--- config.mk ---
export PLATFORM = sky130hd
export DESIGN_NAME = a_alu_iterativa
export DESIGN_NICKNAME = d
export VERILOG_FILES = /design/src/rtl/a_alu_iterativa.sv
export SDC_FILE = /design/constraint.sdc
export NUM_CORES = 1
export LEC_CHECK = 0
export ABC_AREA = 0
export CORE_MARGIN = 2
export CORE_UTILIZATION = 33
export DETAILED_ROUTE_END_ITERATION = 12
export MAX_ROUTING_LAYER = met4
export PLACE_DENSITY = 0.55
export RECOVER_POWER = 25
export SLEW_MARGIN = 20
export SYNTH_ARGS = -nofsm -noshare
export SYNTH_HDL_FRONTEND = slang
export SYNTH_SLANG_ARGS = --single-unit
--- constraint.sdc ---
create_clock -name clk -period 7.45 [get_ports clk]
set_clock_uncertainty 0.1 [all_clocks]
set_input_delay 1.49 -clock clk [delete_from_list [all_inputs] [get_ports clk]]
set_output_delay 1.49 -clock clk [all_outputs]
set_load 0.005 [all_outputs]
--- src/rtl/a_alu_iterativa.sv ---
// a_alu_iterativa: execution-stage ALU with single-cycle logic/add/sub/SLT
// and 32-iteration shift-add MUL and signed restoring DIV.
// Optional build macro: ALU_FAST_MUL_EN (MUL becomes single-cycle combinational).
module a_alu_iterativa (
    input  logic        clk,
    input  logic        rst_n,
    input  logic        start,
    input  logic [3:0]  operacion,
    input  logic [31:0] op_a,
    input  logic [31:0] op_b,
    output logic [31:0] resultado,
    output logic        cero,
    output logic        busy,
    output logic        done,
    output logic        invalida,
    output logic        div_cero
);

    localparam logic [3:0] OP_ADD = 4'b0000;
    localparam logic [3:0] OP_SUB = 4'b0001;
    localparam logic [3:0] OP_MUL = 4'b0010;
    localparam logic [3:0] OP_DIV = 4'b0011;
    localparam logic [3:0] OP_AND = 4'b0100;
    localparam logic [3:0] OP_OR  = 4'b0101;
    localparam logic [3:0] OP_XOR = 4'b0110;
    localparam logic [3:0] OP_NOR = 4'b0111;
    localparam logic [3:0] OP_SLT = 4'b1000;

    typedef enum logic {IDLE, RUN} state_t;

    state_t      state;
    logic [4:0]  cnt;
    logic        is_div;
    logic        neg;
    // acc: running product (MUL) or partial remainder (DIV)
    // ra:  shifting multiplicand (MUL) or dividend/quotient register (DIV)
    // rb:  shifting multiplier (MUL) or divisor magnitude (DIV)
    logic [31:0] acc, ra, rb;

    logic [31:0] quick;
    logic        quick_inv;
    logic [31:0] mag_a, mag_b;
    logic [31:0] mul_sum;
    logic [32:0] div_shift, div_diff;
    logic        div_ge;
    logic [31:0] rem_next, q_next, div_quot, fin;

    // Single-cycle result selection and invalid-code detection
    always_comb begin
        quick     = '0;
        quick_inv = 1'b0;
        case (operacion)
            OP_ADD: quick = op_a + op_b;
            OP_SUB: quick = op_a - op_b;
            OP_AND: quick = op_a & op_b;
            OP_OR:  quick = op_a | op_b;
            OP_XOR: quick = op_a ^ op_b;
            OP_NOR: quick = ~(op_a | op_b);
            OP_SLT: quick = {31'd0, ($signed(op_a) < $signed(op_b))};
`ifdef ALU_FAST_MUL_EN
            OP_MUL: quick = op_a * op_b;
`else
            OP_MUL: quick = '0;
`endif
            OP_DIV: quick = '0;
            default: quick_inv = 1'b1;
        endcase
    end

    // One iteration step of shift-add multiply and restoring divide
    always_comb begin
        mag_a     = op_a[31] ? (~op_a + 32'd1) : op_a;
        mag_b     = op_b[31] ? (~op_b + 32'd1) : op_b;
        mul_sum   = acc + (rb[0] ? ra : '0);
        div_shift = {acc, ra[31]};
        div_diff  = div_shift - {1'b0, rb};
        div_ge    = ~div_diff[32];
        rem_next  = div_ge ? div_diff[31:0] : div_shift[31:0];
        q_next    = {ra[30:0], div_ge};
        div_quot  = neg ? (~q_next + 32'd1) : q_next;
        fin       = is_div ? div_quot : mul_sum;
    end

    // Control FSM, iteration datapath and registered outputs
    always_ff @(posedge clk or negedge rst_n) begin
        if (!rst_n) begin
            state     <= IDLE;
            cnt       <= '0;
            is_div    <= 1'b0;
            neg       <= 1'b0;
            acc       <= '0;
            ra        <= '0;
            rb        <= '0;
            resultado <= '0;
            cero      <= 1'b0;
            busy      <= 1'b0;
            done      <= 1'b0;
            invalida  <= 1'b0;
            div_cero  <= 1'b0;
        end else begin
            done <= 1'b0;
            case (state)
                IDLE: begin
                    if (start) begin
                        invalida <= 1'b0;
                        div_cero <= 1'b0;
                        case (operacion)
                            OP_DIV: begin
                                if (op_b == '0) begin
                                    resultado <= '1;
                                    cero      <= 1'b0;
                                    div_cero  <= 1'b1;
                                    done      <= 1'b1;
                                end else begin
                                    state  <= RUN;
                                    busy   <= 1'b1;
                                    cnt    <= '0;
                                    is_div <= 1'b1;
                                    neg    <= op_a[31] ^ op_b[31];
                                    acc    <= '0;
                                    ra     <= mag_a;
                                    rb     <= mag_b;
                                end
                            end
`ifndef ALU_FAST_MUL_EN
                            OP_MUL: begin
                                state  <= RUN;
                                busy   <= 1'b1;
                                cnt    <= '0;
                                is_div <= 1'b0;
                                neg    <= 1'b0;
                                acc    <= '0;
                                ra     <= op_a;
                                rb     <= op_b;
                            end
`endif
                            default: begin
                                resultado <= quick;
                                cero      <= (quick == '0);
                                invalida  <= quick_inv;
                                done      <= 1'b1;
                            end
                        endcase
                    end
                end
                RUN: begin
                    cnt <= cnt + 5'd1;
                    if (is_div) begin
                        acc <= rem_next;
                        ra  <= q_next;
                    end else begin
                        acc <= mul_sum;
                        ra  <= {ra[30:0], 1'b0};
                        rb  <= {1'b0, rb[31:1]};
                    end
                    if (cnt == 5'd31) begin
                        resultado <= fin;
                        cero      <= (fin == '0);
                        done      <= 1'b1;
                        busy      <= 1'b0;
                        state     <= IDLE;
                    end
                end
                default: state <= IDLE;
            endcase
        end
    end

endmodule

# After elaboration in Yosys (flattened, before gate mapping)
# Index checks and enable logic that the tools add are counted.
# Widths: inputs -> output; s select.
# totals
mem_bits_ro,0
memories,0
input_bits,71
ramBits,0
word_cells,119
reg_bits,141
latchBits,0
# op_classes
eq_ne,17
n_reduce_logical,13
bitwise_logic,10
muxes,57
add_sub_neg,8
div,0
n_lt_le_gt_ge,1
n_mul,0
shift,0
# ops
operator,count
$mux 32,17
$pmux 32 s2,8
$pmux 32 s7,1
$not 32->32,4
$add 32x1->32 const B,3
$logic_not 32->1,3
$add 32x32->32,2
$sub 33x32->33,1
$and 32x32->32,1
$lt 32x32->1,1
$or 32x32->32,1
$sub 32x32->32,1
$xor 32x32->32,1
$pmux 1 s2,10
$pmux 5 s2,2
$mux 1,17
$eq 4x3->1 const B,4
$reduce_and 4->1,4
$mux 5,2
$eq 4x2->1 const B,2
$ne 2x2->1 const B,4
$reduce_or 7->1,1
$ne 3x3->1 const B,2
$add 5x1->5 const B,1
other kinds (12),13

# Depth between registers and ports, before layout
# Gate-level depths: netlist (run 1).
# logic_depth
depth_word,9
ltp_mapped,28

# Worst setup path after synthesis (run 1)
# Ideal clock, no wire load.
# synth_path
kind,register to register
from,reg ra[31]
to,reg cero
setup_ns,0.124
path_slack_ns,1.932
required_time_ns,7.226
path_stages_with_launch,28
arrival_ns,5.294
period_less_slack_ns,5.518
cell_sequence,dfrtp_1 -> inv_1 -> ha_1 -> inv_1 -> fa_1 -> a21o_1 -> nand3_1 -> a21o_1 -> a21oi_1 -> o2111a_1 -> nor3_1 -> nor2_1 -> inv_1 -> clkbuf_1 -> clkbuf_1 -> ha_1 -> nand2b_1 -> or4_4 -> or2_1 -> buf_6 -> o41ai_4 -> xnor2_1 -> nand2_1 -> and4_1 -> o2111ai_1 -> nor4_1 -> and4_1 -> a211o_1
# synth_via
elab_chain_cells,9
elab_cells_between_ends,11
classes_between,3 x add/sub; 5 x mux; 2 x bitwise; 1 x reduce/logical
# synth_rtl
item,line,source
"start, declared",38,"logic [31:0] acc, ra, rb;"
"start signal, assigned",121,ra <= mag_a;
"start signal, assigned",133,ra <= op_a;
"start signal, assigned",150,ra <= q_next;
$sub 33x32->33,76,"div_diff = div_shift - {1'b0, rb};"
$not 1->1,77,div_ge = ~div_diff[32];
$not 32->32,80,div_quot = neg ? (~q_next + 32'd1) : q_next;
$add 32x1->32,80,
$mux 32,80,
$mux 32 (*),81,fin = is_div ? div_quot : mul_sum;
$logic_not 32->1 (*),158,cero <= (fin == '0);
$mux 1 (*),156,if (cnt == 5'd31) begin
$pmux 1 s2 (*),102,case (state)
"end signal, assigned",139,cero <= (quick == '0);
"end signal, assigned",158,
"end, declared",12,"output logic cero,"
# Mark *: on every way between the ends. The rest lies on a longest branch, timed or not. The select of a mux whose other input is x is not followed.
# A chain may end at the register's enable or synchronous reset.

# Worst setup path after layout (run 1)
# layout_path
from,in op_a[0]
to,reg resultado[28]
# layout_via
elab_chain_cells,5
elab_cells_between_ends,6
classes_between,2 x add/sub; 4 x mux
# layout_rtl
item,line,source
"start, declared",9,"input logic [31:0] op_a,"
$sub 32x32->32 or $add 32x32->32 (tied branches),"54, 53",
$pmux 32 s7 (*),52,case (operacion)
$pmux 32 s2 (*),107,case (operacion)
$mux 32 (*),104,if (start) begin
$pmux 32 s2 (*),102,
"end signal, assigned",138,resultado <= quick;
"end signal, assigned",157,resultado <= fin;
"end, declared",11,"output logic [31:0] resultado,"
# Marks and branches as above.

==> impl_metrics.env, run 1 <==
export IMPL_status="finished, violations left"
export IMPL_violations="max-capacitance violations, max-slew violations"
export IMPL_place_hpwl_um=62600
export IMPL_grtUsageMet3_pct=3.83
export IMPL_cts_sinks=141
export IMPL_p_clk_share_pct=10.7
export IMPL_cts_buffers=17
export IMPL_relSlewSlack_pct=-179
export IMPL_drive_gt1_share_pct=4.92
export IMPL_antenna_found_initial=5
export IMPL_wirelength_um=80200
export IMPL_first_pass_iters=5
export IMPL_cts_buffer_depth=2
export IMPL_ant_nets=0
export IMPL_synthTopCellsByCount="nand2_1, o21ai_0, nor2_1"
export IMPL_vias=20200
export IMPL_yosysMostFrequentCell="nand2_1"
export IMPL_place_gp_congestion=0.998
export IMPL_wire_per_inst_um=24.0
export IMPL_start_util_pct=33.4
export IMPL_nNetsFinal=2812
export IMPL_min_period_ns=6.47
export IMPL_intPower_w=0.00370
export IMPL_critPathMaxStageDelay_ns=0.79
export IMPL_cp_end_kind="flip-flop"
export IMPL_tritoncts="built"
export IMPL_p_per_area_nw_per_um2=387
export IMPL_area_delta_synth_final_pct=11.4
export IMPL_swShare_pct=54.3
export IMPL_holdPathStages=1
export IMPL_seqPwrFrac_pct=20.2
export IMPL_num_io_pins=108
export IMPL_vdd_drop_max_v=0.000302
export IMPL_first_global_vias=18800
export IMPL_grtUsageMet2_pct=40.5
export IMPL_tightest_slew_ns=4.18
export IMPL_cts_setup_buffers=0
export IMPL_setup_slack_ns=0.977
export IMPL_path_clk_slew_ns=0.07
export IMPL_drt_iter0_drc=2175
export IMPL_cp_data_arrival_time_ns=6.72
export IMPL_core_area_um2=56300
export IMPL_min_from="resultado[9]"
export IMPL_dp_slack_ns=0.652
export IMPL_synthTopCellsByArea="dfrtp_1, ha_1, o21ai_0, a21oi_1, xnor2_1"
export IMPL_cts_hold_buf=0
export IMPL_rsz0062_at_grt="no"
export IMPL_port_buffers=107
export IMPL_vias_per_cell=6.06
export IMPL_finalCritPeriodShare_pct=86.9
export IMPL_grt_start_max_net_pins=101
export IMPL_worstSetupPathType="input pin to flip-flop"
export IMPL_synth_top_area_share_pct=18.8
export IMPL_path_cells="clkdlybuf4s50_1 -> inv_1 -> ha_1 -> inv_1 -> fa_1 -> nand2b_1 -> a221oi_1 -> buf_4 -> o211ai_1 -> a211oi_1 -> or3_1 -> a31oi_1 -> o311a_1 -> o31ai_1 -> mux2i_1 -> a211oi_1 -> a221oi_1 -> a21o_1"
export IMPL_fin_setup_tns_ns=0
export IMPL_r2r_start="rb[0]"
export IMPL_busiest_layer="met2"
export IMPL_r2r_end="cero"
export IMPL_power_switching_w=0.00440
export IMPL_combPwrFrac_pct=69.1
export IMPL_cp_required_ns=7.70
export IMPL_synthCells=2575
export IMPL_rr_worst_depth=24
export IMPL_max_freq_ghz=0.154
export IMPL_p_leak_nw=8.90
export IMPL_die_y_um=243
export IMPL_cts_root_buffer_cell="clkbuf_16"
export IMPL_start_kind="input pin"
export IMPL_hold_class="flip-flop to flip-flop"
export IMPL_maxSlewViolCount=74
export IMPL_synth_yosys_seq_area_share_pct=18.8
export IMPL_hold_path_end="resultado[9]"
export IMPL_slowest_stage="a211oi_1"
export IMPL_r2r_slack_ns=1.22
export IMPL_ys_flop_type="dfrtp_1"
export IMPL_holdWs_ns=0.378
export IMPL_die_x_um=243
export IMPL_finalHoldViolations=0
export IMPL_syn_area_um2=18800
export IMPL_grt_overflow=0
export IMPL_synth_seq_cells=141
export IMPL_yosys_warnings=0
export IMPL_synth_edff_count=0
export IMPL_clk_latency_ns=0.46
export IMPL_yosys_area_top_type="dfrtp_1"
export IMPL_gr_usage_met1_pct=37.8
export IMPL_synthArstFlopShare_pct=100
export IMPL_syn_area_per_cell_um2=7.29
export IMPL_die_area_um2=58800
export IMPL_setup_violations=0
export IMPL_drc=0
export IMPL_synth_distinct_cells=97
export IMPL_synth_fp_nets=2817
export IMPL_grt_first_pass_wirelength_um=120000
export IMPL_rows=87
export IMPL_track_usage_pct=27.1
export IMPL_ctsResizeCount=0
export IMPL_drv_cap=1
export IMPL_path_max_fanout=6
export IMPL_cts_htree_levels=4
==> through the flow <==
step           utilization, %  power [W]  instance area [um2]  cells
3_5_place_dp             36.1    0.00710                20300   3307
5_1_grt                  37.1    0.00869                20900   3342
3_3_place_gp             36.1    0.00705                20300   3307
6_report                 37.1    0.00810                20900   3342
4_1_cts                  37.1    0.00801                20900   3339
2_1_floorplan               -    0.00536                18800   2575
==> worst max-delay path, delay by kind of cell <==
kind,cells,cell delay (ns)
buf+inv,4,1.09
simple gates,2,0.41
fa+ha+maj,2,0.50
compound gates,9,3.12
mux,1,0.11
==> placed cells by master, fill, tap and decap left out, types with 35 or more instances in the layout <==
master | synthesis | layout
mux2i_1 | 38 | 38
clkdlybuf4s50_1 | 0 | 105
a211oi_1 | 35 | 35
buf_4 | 3 | 35
o211ai_1 | 39 | 39
xnor2_1 | 122 | 122
dfrtp_1 | 141 | 139
nand3_1 | 58 | 57
a21oi_1 | 219 | 218
ha_1 | 167 | 167
o21ai_0 | 239 | 238
inv_1 | 151 | 151
and2_1 | 43 | 43
nor2_1 | 227 | 226
nand2_1 | 277 | 277
nor3_1 | 47 | 46
a21o_1 | 66 | 66
==> state kept, by name (all words and copies together) (netlist names) <==
signal	count
acc	32
busy	1
cero	1
cnt	5
div_cero	1
done	1
invalida	1
is_div	1
neg	1
ra	32
rb	32
resultado	32
state	1
==> worst max path at each step <==
stage	start	endpoint	slack (ns)	depth (start not counted)
after global routing	op_a[5]	resultado[28]	0.83	15
after floorplan	ra[31]	cero	1.93	27
final	op_a[0]	resultado[28]	0.98	18
after CTS	op_a[2]	resultado[28]	1.13	16
after detailed placement	op_a[2]	resultado[28]	0.65	16
after global placement	op_a[2]	resultado[28]	0.64	16
==> layout make-up <==
cell class                      count  area, um2
Antenna cell                        3       7.51
Tap cell                          756        946
Timing Repair Buffer              142       1320
Sequential cell                   141       3530
Clock buffer                       17        425
Clock inverter                     15        171
Multi-Input combinational cell   2114      13900
Fill cell                        5929      35400
Inverter                          154        578
==> cells by family after synthesis <==
| logic type | after synthesis | synth area share, % |
|---|---|---|
| AOI/OAI and AO/OA | 911 | 32.0 |
| and+or+nand+nor | 846 | 21.5 |
| DFF | 141 | 18.8 |
| buffers and inverters | 320 | 7.25 |
| xor gates and xnor gates | 147 | 6.86 |
| muxes | 39 | 2.09 |
| adders and majority gates | 171 | 11.6 |
==> routing by layer <==
metal | vias to the layer above | wire length (um)
met2 | 928 | 35300
met1 | 9840 | 36600
li1 | 9360 | -
met5 | - | 0
met3 | 112 | 6200
met4 | 0 | 2110
==> power groups by stage <==
stage,Sequential [W],Clock (W),Combinational (W)
6_report,0.00163,0.000868,0.00560
3_5_place_dp,0.00163,0,0.00547
2_1_floorplan,0.00137,0,0.00399
5_1_grt,0.00168,0.000908,0.00610
3_3_place_gp,0.00162,0,0.00543
4_1_cts,0.00162,0.000887,0.00550
Power figures use the tool's default switching activity.
==> run 2, diff against run 1 <==
--- a/config.mk
+++ b/config.mk
@@ -12,7 +12,6 @@
 export MAX_ROUTING_LAYER = met4
 export PLACE_DENSITY = 0.55
 export RECOVER_POWER = 25
-export SLEW_MARGIN = 20
 export SYNTH_ARGS = -nofsm -noshare
 export SYNTH_HDL_FRONTEND = slang
 export SYNTH_SLANG_ARGS = --single-unit
==> results of run 2 <==
Same layout as run 1: the final DEF is identical, and so are final timing and power.
